$ cat src/rtl/pifo_pkg.sv
// Shared PIFO definitions: dequeue-order modes, select-tree kinds and
// the strict rank comparison used by both select trees.
package pifo_pkg;

  localparam int PIFO_MIN_FIRST = 0;
  localparam int PIFO_MAX_FIRST = 1;

  localparam int SEL_BEST  = 0;
  localparam int SEL_WORST = 1;

  localparam int PIFO_RANK_MAX_W = 64;
  typedef logic [PIFO_RANK_MAX_W-1:0] rank_ext_t;

  // True when rank a must leave strictly before rank b in the given mode.
  function automatic logic better(input rank_ext_t a, input rank_ext_t b, input int mode);
    return (mode == PIFO_MAX_FIRST) ? (a > b) : (a < b);
  endfunction

endpackage

$ cat src/rtl/pifo_sel_tree.sv
// Log-depth combinational selector over DEPTH ranked slots; finds the best
// (ties to lower index) or worst (ties to higher index) valid slot.
module pifo_sel_tree
  import pifo_pkg::*;
#(
  parameter int DEPTH      = 8,
  parameter int RANK_WIDTH = 16,
  parameter int MODE       = PIFO_MIN_FIRST,
  parameter int SEL        = SEL_BEST
) (
  input  logic [DEPTH*RANK_WIDTH-1:0] rank,
  input  logic [DEPTH-1:0]            valid,
  output logic [RANK_WIDTH-1:0]       win_rank,
  output logic [$clog2(DEPTH)-1:0]    win_idx,
  output logic                        any_valid
);

  localparam int IDX_W = $clog2(DEPTH);

  logic [RANK_WIDTH-1:0] lvl_rank  [IDX_W+1][DEPTH];
  logic [IDX_W-1:0]      lvl_idx   [IDX_W+1][DEPTH];
  logic                  lvl_valid [IDX_W+1][DEPTH];
  logic                  b_better;
  logic                  take_b;

  // Level IDX_W holds the leaves; each pass pairs adjacent nodes so the left
  // child always covers the lower indices, which makes the tie rules local.
  always_comb begin
    b_better = 1'b0;
    take_b   = 1'b0;
    for (int lv = 0; lv <= IDX_W; lv++) begin
      for (int j = 0; j < DEPTH; j++) begin
        lvl_rank[lv][j]  = '0;
        lvl_idx[lv][j]   = '0;
        lvl_valid[lv][j] = 1'b0;
      end
    end
    for (int j = 0; j < DEPTH; j++) begin
      lvl_rank[IDX_W][j]  = rank[j*RANK_WIDTH +: RANK_WIDTH];
      lvl_idx[IDX_W][j]   = IDX_W'(j);
      lvl_valid[IDX_W][j] = valid[j];
    end
    for (int lv = IDX_W - 1; lv >= 0; lv--) begin
      for (int j = 0; j < DEPTH / 2; j++) begin
        b_better = better(rank_ext_t'(lvl_rank[lv+1][2*j+1]),
                          rank_ext_t'(lvl_rank[lv+1][2*j]), MODE);
        if (SEL == SEL_BEST)
          take_b = lvl_valid[lv+1][2*j+1] & (!lvl_valid[lv+1][2*j] | b_better);
        else
          take_b = lvl_valid[lv+1][2*j+1] & (!lvl_valid[lv+1][2*j] | !b_better);
        lvl_rank[lv][j]  = take_b ? lvl_rank[lv+1][2*j+1] : lvl_rank[lv+1][2*j];
        lvl_idx[lv][j]   = take_b ? lvl_idx[lv+1][2*j+1]  : lvl_idx[lv+1][2*j];
        lvl_valid[lv][j] = lvl_valid[lv+1][2*j+1] | lvl_valid[lv+1][2*j];
      end
    end
  end

  assign win_rank  = lvl_rank[0][0];
  assign win_idx   = lvl_idx[0][0];
  assign any_valid = lvl_valid[0][0];

endmodule

$ cat src/rtl/pifo_sched_reg.sv
// Compacted push-in/first-out register: arrival-ordered slots, head chosen by
// rank (min- or max-first), eviction of the worst entry or the newcomer when full.
module pifo_sched_reg
  import pifo_pkg::*;
#(
  parameter int L2_DEPTH   = 3,
  parameter int RANK_WIDTH = 16,
  parameter int META_WIDTH = 32,
  parameter int MODE       = PIFO_MIN_FIRST,
  parameter int CNT_WIDTH  = 32
) (
  input  logic                  clk,
  input  logic                  rst,
  input  logic                  flush,
  input  logic                  in_valid,
  output logic                  in_ready,
  input  logic [RANK_WIDTH-1:0] in_rank,
  input  logic [META_WIDTH-1:0] in_meta,
  output logic                  out_valid,
  input  logic                  out_ready,
  output logic [RANK_WIDTH-1:0] out_rank,
  output logic [META_WIDTH-1:0] out_meta,
  output logic                  drop_valid,
  output logic [RANK_WIDTH-1:0] drop_rank,
  output logic [META_WIDTH-1:0] drop_meta,
  output logic [CNT_WIDTH-1:0]  drop_cnt,
  output logic [L2_DEPTH:0]     num_entries,
  output logic                  empty,
  output logic                  full
);

  localparam int DEPTH = 1 << L2_DEPTH;
  localparam int IDX_W = L2_DEPTH;
  localparam logic [L2_DEPTH:0] ONE_ENTRY  = (L2_DEPTH+1)'(1);
  localparam logic [L2_DEPTH:0] FULL_COUNT = (L2_DEPTH+1)'(DEPTH);

  logic [RANK_WIDTH-1:0]       rank_q [DEPTH];
  logic [RANK_WIDTH-1:0]       rank_d [DEPTH];
  logic [META_WIDTH-1:0]       meta_q [DEPTH];
  logic [META_WIDTH-1:0]       meta_d [DEPTH];
  logic [DEPTH-1:0]            valid_q, valid_d;
  logic [L2_DEPTH:0]           count_d;
  logic [IDX_W-1:0]            head_idx;
  logic [DEPTH*RANK_WIDTH-1:0] rank_flat;

  logic [RANK_WIDTH-1:0] best_rank, worst_rank;
  logic [IDX_W-1:0]      best_idx, worst_idx;
  logic                  best_any, worst_any;

  logic                  ins, deq;
  logic                  remove, append;
  logic [IDX_W-1:0]      rem_idx, app_idx;
  logic                  drop_d;
  logic [RANK_WIDTH-1:0] drop_rank_d;
  logic [META_WIDTH-1:0] drop_meta_d;

  assign in_ready = !flush;
  assign ins      = in_valid & in_ready;
  assign deq      = out_valid & out_ready;

  always_comb begin
    rank_flat = '0;
    for (int i = 0; i < DEPTH; i++)
      rank_flat[i*RANK_WIDTH +: RANK_WIDTH] = rank_q[i];
  end

  pifo_sel_tree #(
    .DEPTH(DEPTH), .RANK_WIDTH(RANK_WIDTH), .MODE(MODE), .SEL(SEL_BEST)
  ) u_best (
    .rank(rank_flat), .valid(valid_q),
    .win_rank(best_rank), .win_idx(best_idx), .any_valid(best_any)
  );

  pifo_sel_tree #(
    .DEPTH(DEPTH), .RANK_WIDTH(RANK_WIDTH), .MODE(MODE), .SEL(SEL_WORST)
  ) u_worst (
    .rank(rank_flat), .valid(valid_q),
    .win_rank(worst_rank), .win_idx(worst_idx), .any_valid(worst_any)
  );

  // Every array change is at most one removal (shift down) then one tail append.
  always_comb begin
    rank_d      = rank_q;
    meta_d      = meta_q;
    valid_d     = valid_q;
    count_d     = num_entries;
    remove      = 1'b0;
    rem_idx     = '0;
    append      = 1'b0;
    app_idx     = '0;
    drop_d      = 1'b0;
    drop_rank_d = in_rank;
    drop_meta_d = in_meta;

    if (flush) begin
      valid_d = '0;
      count_d = '0;
    end else if (deq) begin
      remove  = 1'b1;
      rem_idx = head_idx;
      if (ins) begin
        append  = 1'b1;
        app_idx = IDX_W'(num_entries - ONE_ENTRY);
      end else begin
        count_d = num_entries - ONE_ENTRY;
      end
    end else if (ins) begin
      if (!full) begin
        append  = 1'b1;
        app_idx = IDX_W'(num_entries);
        count_d = num_entries + ONE_ENTRY;
      end else if (worst_any && better(rank_ext_t'(in_rank), rank_ext_t'(worst_rank), MODE)) begin
        remove      = 1'b1;
        rem_idx     = worst_idx;
        append      = 1'b1;
        app_idx     = IDX_W'(DEPTH - 1);
        drop_d      = 1'b1;
        drop_rank_d = worst_rank;
        drop_meta_d = meta_q[worst_idx];
      end else begin
        drop_d = 1'b1;
      end
    end

    if (remove) begin
      for (int i = 0; i < DEPTH - 1; i++) begin
        if (IDX_W'(i) >= rem_idx) begin
          rank_d[i]  = rank_q[i+1];
          meta_d[i]  = meta_q[i+1];
          valid_d[i] = valid_q[i+1];
        end
      end
      valid_d[DEPTH-1] = 1'b0;
    end

    if (append) begin
      for (int i = 0; i < DEPTH; i++) begin
        if (IDX_W'(i) == app_idx) begin
          rank_d[i]  = in_rank;
          meta_d[i]  = in_meta;
          valid_d[i] = 1'b1;
        end
      end
    end
  end

  // The head is only advertised after a quiet cycle, so head_idx always
  // names the entry currently shown on out_*.
  always_ff @(posedge clk or posedge rst) begin
    if (rst) begin
      valid_q     <= '0;
      num_entries <= '0;
      empty       <= 1'b1;
      full        <= 1'b0;
      out_valid   <= 1'b0;
      out_rank    <= '0;
      out_meta    <= '0;
      head_idx    <= '0;
      drop_valid  <= 1'b0;
      drop_rank   <= '0;
      drop_meta   <= '0;
      drop_cnt    <= '0;
    end else begin
      valid_q     <= valid_d;
      num_entries <= count_d;
      empty       <= (count_d == '0);
      full        <= (count_d == FULL_COUNT);
      out_valid   <= best_any & !(ins | deq | flush);
      out_rank    <= best_rank;
      out_meta    <= meta_q[best_idx];
      head_idx    <= best_idx;
      drop_valid  <= drop_d;
      drop_rank   <= drop_rank_d;
      drop_meta   <= drop_meta_d;
      if (drop_d && (drop_cnt != '1))
        drop_cnt <= drop_cnt + CNT_WIDTH'(1);
    end
  end

  always_ff @(posedge clk) begin
    rank_q <= rank_d;
    meta_q <= meta_d;
  end

endmodule

$ cat config.mk
export PLATFORM = sky130hd
export DESIGN_NAME = pifo_sched_reg
export DESIGN_NICKNAME = d
export VERILOG_FILES = /design/src/rtl/pifo_pkg.sv /design/src/rtl/pifo_sel_tree.sv /design/src/rtl/pifo_sched_reg.sv
export SDC_FILE = /design/constraint.sdc
export NUM_CORES = 2
export LEC_CHECK = 0
export ABC_AREA = 1
export CAP_MARGIN = 20
export CORE_AREA = 4 4 194 385
export CTS_CLUSTER_DIAMETER = 50
export DETAILED_ROUTE_END_ITERATION = 10
export DIE_AREA = 0 0 198 389
export PLACE_DENSITY = 0.68
export REMOVE_ABC_BUFFERS = 1
export SYNTH_ARGS = -nofsm -noshare
export SYNTH_HDL_FRONTEND = slang
export SYNTH_HIERARCHICAL = 1
export SYNTH_SLANG_ARGS = --single-unit
export TNS_END_PERCENT = 20
$ cat constraint.sdc
create_clock -name clk -period 19.4 [get_ports clk]
set_input_delay 1.94 -clock clk [delete_from_list [all_inputs] [get_ports clk]]
set_output_delay 1.94 -clock clk [all_outputs]
set_load 0.02 [all_outputs]
* Yosys cells after proc, flatten, opt, wreduce, memory -nomap -nowiden
Index checks and enable logic that the tools add are counted.
Storage, ports and cells: ROM bits 0, bits in latches 0, logic and storage cells 249, bits in registers 531, input bits 53, memories 0, output and inout bits 137, memory bits (writable) 0
Operators by class: reductions and logical operators 21, multiply operators 0, mux-type cells 126, bitwise operators 42, add/subtract/negate cells 3, magnitude comparators 20, divide/modulo/power cells 0, shift-type cells 0, eq/ne operators 9
Operators by type and width (count):
- $mux W32 | 24
- $mux W16 | 34
- $mux W256 | 1
- $mux W224 | 1
- $bmux W32 S3 | 2
- $lt A16 B16 Y1 | 11
- $mux W128 | 1
- $mux W112 | 1
- $mux W3 | 17
- $mux W1 | 37
- $add A32 B1 Y32 const B | 1
- $ne A32 B32 Y1 const B | 1
- $mux W8 | 3
- $or A1 B1 Y1 | 23
- $mux W4 | 5
- $and A1 B1 Y1 | 17
- $logic_not A1 Y1 | 16
- $eq A3 B3 Y1 const A | 4
- $ge A3 B3 Y1 const A | 3
- $ge A4 B4 Y1 const B | 2
- $not A3 Y4 | 2
- $eq A2 B3 Y1 const A | 2
- $ge A1 B3 Y1 const A | 2
- $ge A2 B3 Y1 const A | 2
- other kinds (8) | 9

* Longest topological paths before layout
depth after elaboration 27, depth in mapped cells 62, depth with buffers taken out 57

* Hierarchy
Netlist, hierarchy kept.
Modules (own cells, without submodules):
- pifo_sched_reg | area each 27679.0 µm², times used 1, cells an instance 3970, sequential area each 11847.6 µm²
- pifo_sel_tree at u_best | area each 4012.6 µm², times used 1, cells an instance 727, sequential area each 0.0 µm²
- pifo_sel_tree at u_worst | area each 4006.3 µm², times used 1, cells an instance 730, sequential area each 0.0 µm²

* Worst setup path before layout
No wires, ideal clock.
path type register to register, start point register rank_q (netlist bit rank_flat[47]), end point register meta_q[0] in the netlist's numbering (enable), path buffers 4, data required time 18.946 ns, setup time 0.454 ns, period minus slack after synthesis 8.703 ns, stages on the path, launching flop included 50, arrival 8.249 ns, setup slack 10.697 ns, cells stage by stage dfxtp_1 inv_1 ha_1 nand2_1 nand2_1 nor2_1 nand3_1 nor2_1 nand2_2 nand2_2 clkbuf_1 clkbuf_1 nor2_1 a21oi_1 ha_1 a21oi_1 o21ai_0 nand3_1 [14 not listed] nand2_4 nand2_4 buf_8 nand2_1 nand2_1 inv_1 ha_1 nand2_1 inv_1 o21ai_0 nand2_1 nor2_2 nand3_2 nand3_1 nand3_4 inv_2 nand2_1 nor2_1
On the way: word-level cells in the longest chain between the ends 24, elaborated cells between the ends (all ways) 29, those cells by class 4 x order compare; 1 x eq/ne; 13 x mux; 6 x bitwise; 5 x reduce/logical
RTL lines:
- start: declaration | RTL line pifo_sched_reg.sv:37 | logic [RANK_WIDTH-1:0] rank_q [DEPTH];
- start signal: assignment | RTL line pifo_sched_reg.sv:181 | rank_q <= rank_d;
- $lt A16 B16 Y1 | RTL line pifo_pkg.sv:16 | return (mode == PIFO_MAX_FIRST) ? (a > b) : (a < b);
- $logic_not A1 Y1
- $or A1 B1 Y1
- $and A1 B1 Y1
- $mux W16 * | RTL line pifo_sel_tree.sv:51 | lvl_rank[lv][j] = take_b ? lvl_rank[lv+1][2*j+1] : lvl_rank[lv+1][2*j];
- $lt A16 B16 Y1 | RTL line pifo_pkg.sv:16
- $logic_not A1 Y1 | RTL line pifo_sel_tree.sv:50 | take_b = lvl_valid[lv+1][2*j+1] & (!lvl_valid[lv+1][2*j] | !b_better);
- $or A1 B1 Y1 | RTL line pifo_sel_tree.sv:50
- [7 not listed]
- via worst_rank[13] | RTL line pifo_sched_reg.sv:46 | logic [RANK_WIDTH-1:0] best_rank, worst_rank;
- [1 not listed]
- $logic_and A1 B1 Y1 * | RTL line pifo_sched_reg.sv:112 | end else if (worst_any && better(rank_ext_t'(in_rank), rank_ext_t'(worst_rank), MODE)) begin
- $mux W3 | RTL line pifo_sched_reg.sv:112
- $mux W3 | RTL line pifo_sched_reg.sv:108 | if (!full) begin
- $mux W3 | RTL line pifo_sched_reg.sv:107 | end else if (ins) begin
- $mux W3 | RTL line pifo_sched_reg.sv:98 | end else if (deq) begin
- $mux W3 | RTL line pifo_sched_reg.sv:95 | if (flush) begin
- $eq A3 B3 Y1 | RTL line pifo_sched_reg.sv:138 | if (IDX_W'(i) == app_idx) begin
- $reduce_and A2 Y1 (no line) *
- end signal: assignment | RTL line pifo_sched_reg.sv:182 | meta_q <= meta_d;
- end: declaration | RTL line pifo_sched_reg.sv:39 | logic [META_WIDTH-1:0] meta_q [DEPTH];
The timed path passes the listed nets; every way through them passes the cells marked *. A chain may end at the register's enable or synchronous reset.

==> flow_metrics.py <==
metrics = {
    "outcome": {
        "outcome": "completed",
    },
    "hold_path": {
        "worstHoldPathType": "flip-flop to flip-flop",
    },
    "timing": {
        "whs_ns": 0.509,
        "clock_skew_ns": 0.0221,
        "hold_viol": 0,
        "max-slew-margin-rel_pct": 29.0,
        "fmaxAchievable_mhz": 88.0,
        "finalCritPeriodShare_pct": 58.6,
        "rsz0062_at_grt": "no",
        "worst_slack_ns": 8.04,
        "slew_violations": 0,
        "setup_viol": 0,
        "worst_pin_slew_ns": 1.06,
        "period_minus_slack_ns": 11.36,
        "fin_setup_tns_ns": 0,
    },
    "yosys": {
        "synth.top_cell.area_share_pct": 18.8,
        "synth_common_cells": "nand2_1 (1630), inv_1 (672), nand3_1 (576)",
        "synth_seq_cells": 531,
        "syn_area_mm2": 0.0357,
        "synth_most_common_cell": "nand2_1",
        "yosysSeqAreaShare_pct": 33.2,
        "yosysWarnings": 6,
        "synth_area_leaders": "dfxtp_1 (19%), nand2_1 (17%), dfrtp_1 (10%)",
        "synth.distinct_cells": 48,
        "ys.flop_type": "dfxtp_1",
        "synthCells": 5427,
        "synth_edf_count": 48,
        "avgSynthCellArea_um2": 6.58,
        "yosys.area.top_type": "dfxtp_1",
        "async_flop_share_pct": 27.7,
    },
    "worst_setup_path": {
        "critPathMostFrequentCell": "nand2_1",
        "cp-start-kind": "flip-flop",
        "endpoint_kind": "flip-flop",
        "required_ns": 19.99,
        "worstPathArrival_ns": 11.96,
        "worstSetupPathType": "flip-flop to flip-flop",
        "worst_path_largest_cell_delay_ns": 0.72,
        "slowest_stage": "nand2_1",
        "worstPathMaxFanout": 50,
    },
    "cts": {
        "cts_sinks": 531,
        "cts_buffer_depth": 3,
        "tritoncts": "done",
        "clock_latency_ns": 0.65,
        "post_cts_resized": 0,
        "clk_pin_slew_ns": 0.07,
        "cts_hold_buf": 0,
        "post-cts-setup-buffer-count": 0,
        "h-tree-depth": 2,
        "cts_made_buffers": 54,
        "cts_root_buf": "clkbuf_16",
    },
    "layout": {
        "drive_above_1_share_pct": 4.48,
        "register_area_mm2": 0.0118,
        "utilization_pct": 55.1,
        "nNetsFinal": 5660,
        "multiInputGateArea_mm2": 0.0198,
        "area_growth_pct": 10.7,
        "n_fill_cell": 7169,
    },
    "route": {
        "wire_per_inst_um": 21.4,
        "drt_iter0_markers": 3060,
        "drc": 0,
        "num_vias": 36900,
        "via_per_inst": 5.82,
        "ant_nets": 0,
        "wl_um": 136000,
        "dr.pass1.iters": 6,
    },
    "power_and_ir_drop": {
        "cellPowerDensity_mw_per_mm2": 150,
        "ir_drop_uv": 92.6,
        "pwr-share-clk_pct": 18.5,
        "p_comb_share_pct": 50.5,
        "p_sw_uw": 2770,
        "p_int_uw": 3170,
        "switching_share_pct": 46.6,
        "seq_power_share_pct": 31.0,
        "leakage_uw": 0.0198,
    },
    "global_route": {
        "grt_first_pass_wirelength_um": 204000,
        "grt_start_max_net_pins": 91,
        "grt_antenna_before_repair": 1,
        "grt_pass1_vias": 35800,
        "grt.overflow.total": 0,
        "grt_util_all_layers_pct": 33.9,
    },
    "floorplanning": {
        "chipWidth_um": 198,
        "die-height_um": 389,
        "boundaryPins": 190,
        "start_util_pct": 49.8,
        "coreArea_mm2": 0.0717,
        "num_rows": 139,
        "die_area_mm2": 0.0770,
    },
    "run": {
        "maxCapViolCount": 0,
    },
    "placed_design": {
        "place_hpwl_um": 87500,
        "gp_congestion": 1.04,
        "port_buffers": 189,
        "preCtsSetupSlack_ns": 8.21,
    },
}
## kinds of logic (layout without fill, tap and decap cells)
kind of cell / Yosys count / in the layout / synth area share [%]
and+or+nand+nor: 2606 / 2606 / 31.1
other: 0 / 3 / 0
xor gates and xnor gates: 31 / 31 / 0.761
buffers and inverters: 1044 / 1043 / 11.7
AOI/OAI and AO/OA: 988 / 988 / 15.3
adders and majority gates: 227 / 227 / 7.96
DFF: 531 / 531 / 33.2
## placed cells by master, fill, tap and decap left out, types with 13 or more instances in the layout
| cell | n |
|---|---|
| clkdlybuf4s50_1 | 189 |
| nand3b_1 | 20 |
| edfxtp_1 | 48 |
| clkinv_2 | 13 |
| ha_1 | 227 |
| nor3_1 | 57 |
| inv_1 | 669 |
| a221oi_1 | 33 |
| o211ai_1 | 34 |
| o21ai_0 | 430 |
| dfxtp_1 | 336 |
| clkbuf_16 | 55 |
| a21oi_1 | 336 |
| a311oi_1 | 32 |
| dfrtp_1 | 146 |
| xor2_1 | 20 |
| nand3_1 | 574 |
| a211oi_1 | 43 |
| inv_2 | 24 |
| nand2_2 | 31 |
| nor2_1 | 185 |
| nand2_1 | 1620 |
| o21ai_1 | 30 |
| buf_4 | 50 |
| nand4_1 | 66 |
| a31oi_1 | 38 |
## power groups by stage
stage          clock [µW]  combinational (µW)  sequential (µW)
6_report             1100                3000             1840
5_1_grt              1160                3380             1880
4_1_cts              1120                2950             1830
3_5_place_dp            0                2930             1850
3_3_place_gp            0                2880             1840
2_1_floorplan           0                1980             1830
## routing by layer
metal,vias to the layer above,wire [µm],GRT usage (%)
met5,-,0,0
met4,0,14000,28.2
met3,667,9220,4.64
met2,1749,66700,59.7
met1,16900,45600,35.1
li1,17600,-,-
## state kept, by name, summed over array words and instances, names as in the netlist, 3 cells and up
name         cells
meta_q         256
rank_flat      128
drop_cnt        32
drop_meta       32
out_meta        32
drop_rank       16
out_rank        16
valid_q          8
num_entries      4
head_idx         3
## worst paths after layout
path                               start      endpoint  slack (ns)  cells after the start
setup reg to reg           rank_flat[91]    meta_q[73]        8.04                     47
min in group asynchronous            rst  drop_rank[4]        1.74                      2
max in group asynchronous            rst  out_meta[22]       16.54                      3
setup / recovery           rank_flat[91]    meta_q[73]        8.04                     47
hold reg to reg             drop_cnt[31]  drop_cnt[31]        0.51                      1
hold / removal              drop_cnt[31]  drop_cnt[31]        0.51                      1
## final cells by class
class                           count  area share (%)
Antenna cell                        3          0.0190
Clock buffer                       71            3.76
Clock inverter                     31           0.811
Inverter                          700            6.68
Multi-Input combinational cell   3852            50.0
Sequential cell                   531            30.0
Tap cell                          916            2.90
Timing Repair Buffer              241            5.80
## worst max-delay path: cells and delay by family, from the launching register on
kind	cells	cell delay (ns)
DFF	1	0.59
buffers and inverters	7	2.41
AOI/OAI and AO/OA	9	2.06
adders and majority gates	4	1.34
and+or+nand+nor	27	4.83
## stage by stage
step / power [µW] / instance area [µm²] / cells
after floorplan: 3810 / 34200 / 5083
after global placement: 4720 / 37700 / 6238
after detailed placement: 4790 / 37700 / 6238
after CTS: 5900 / 39500 / 6340
after global routing: 6420 / 39500 / 6342
final: 5940 / 39500 / 6345
Power figures use the tool's default switching activity.
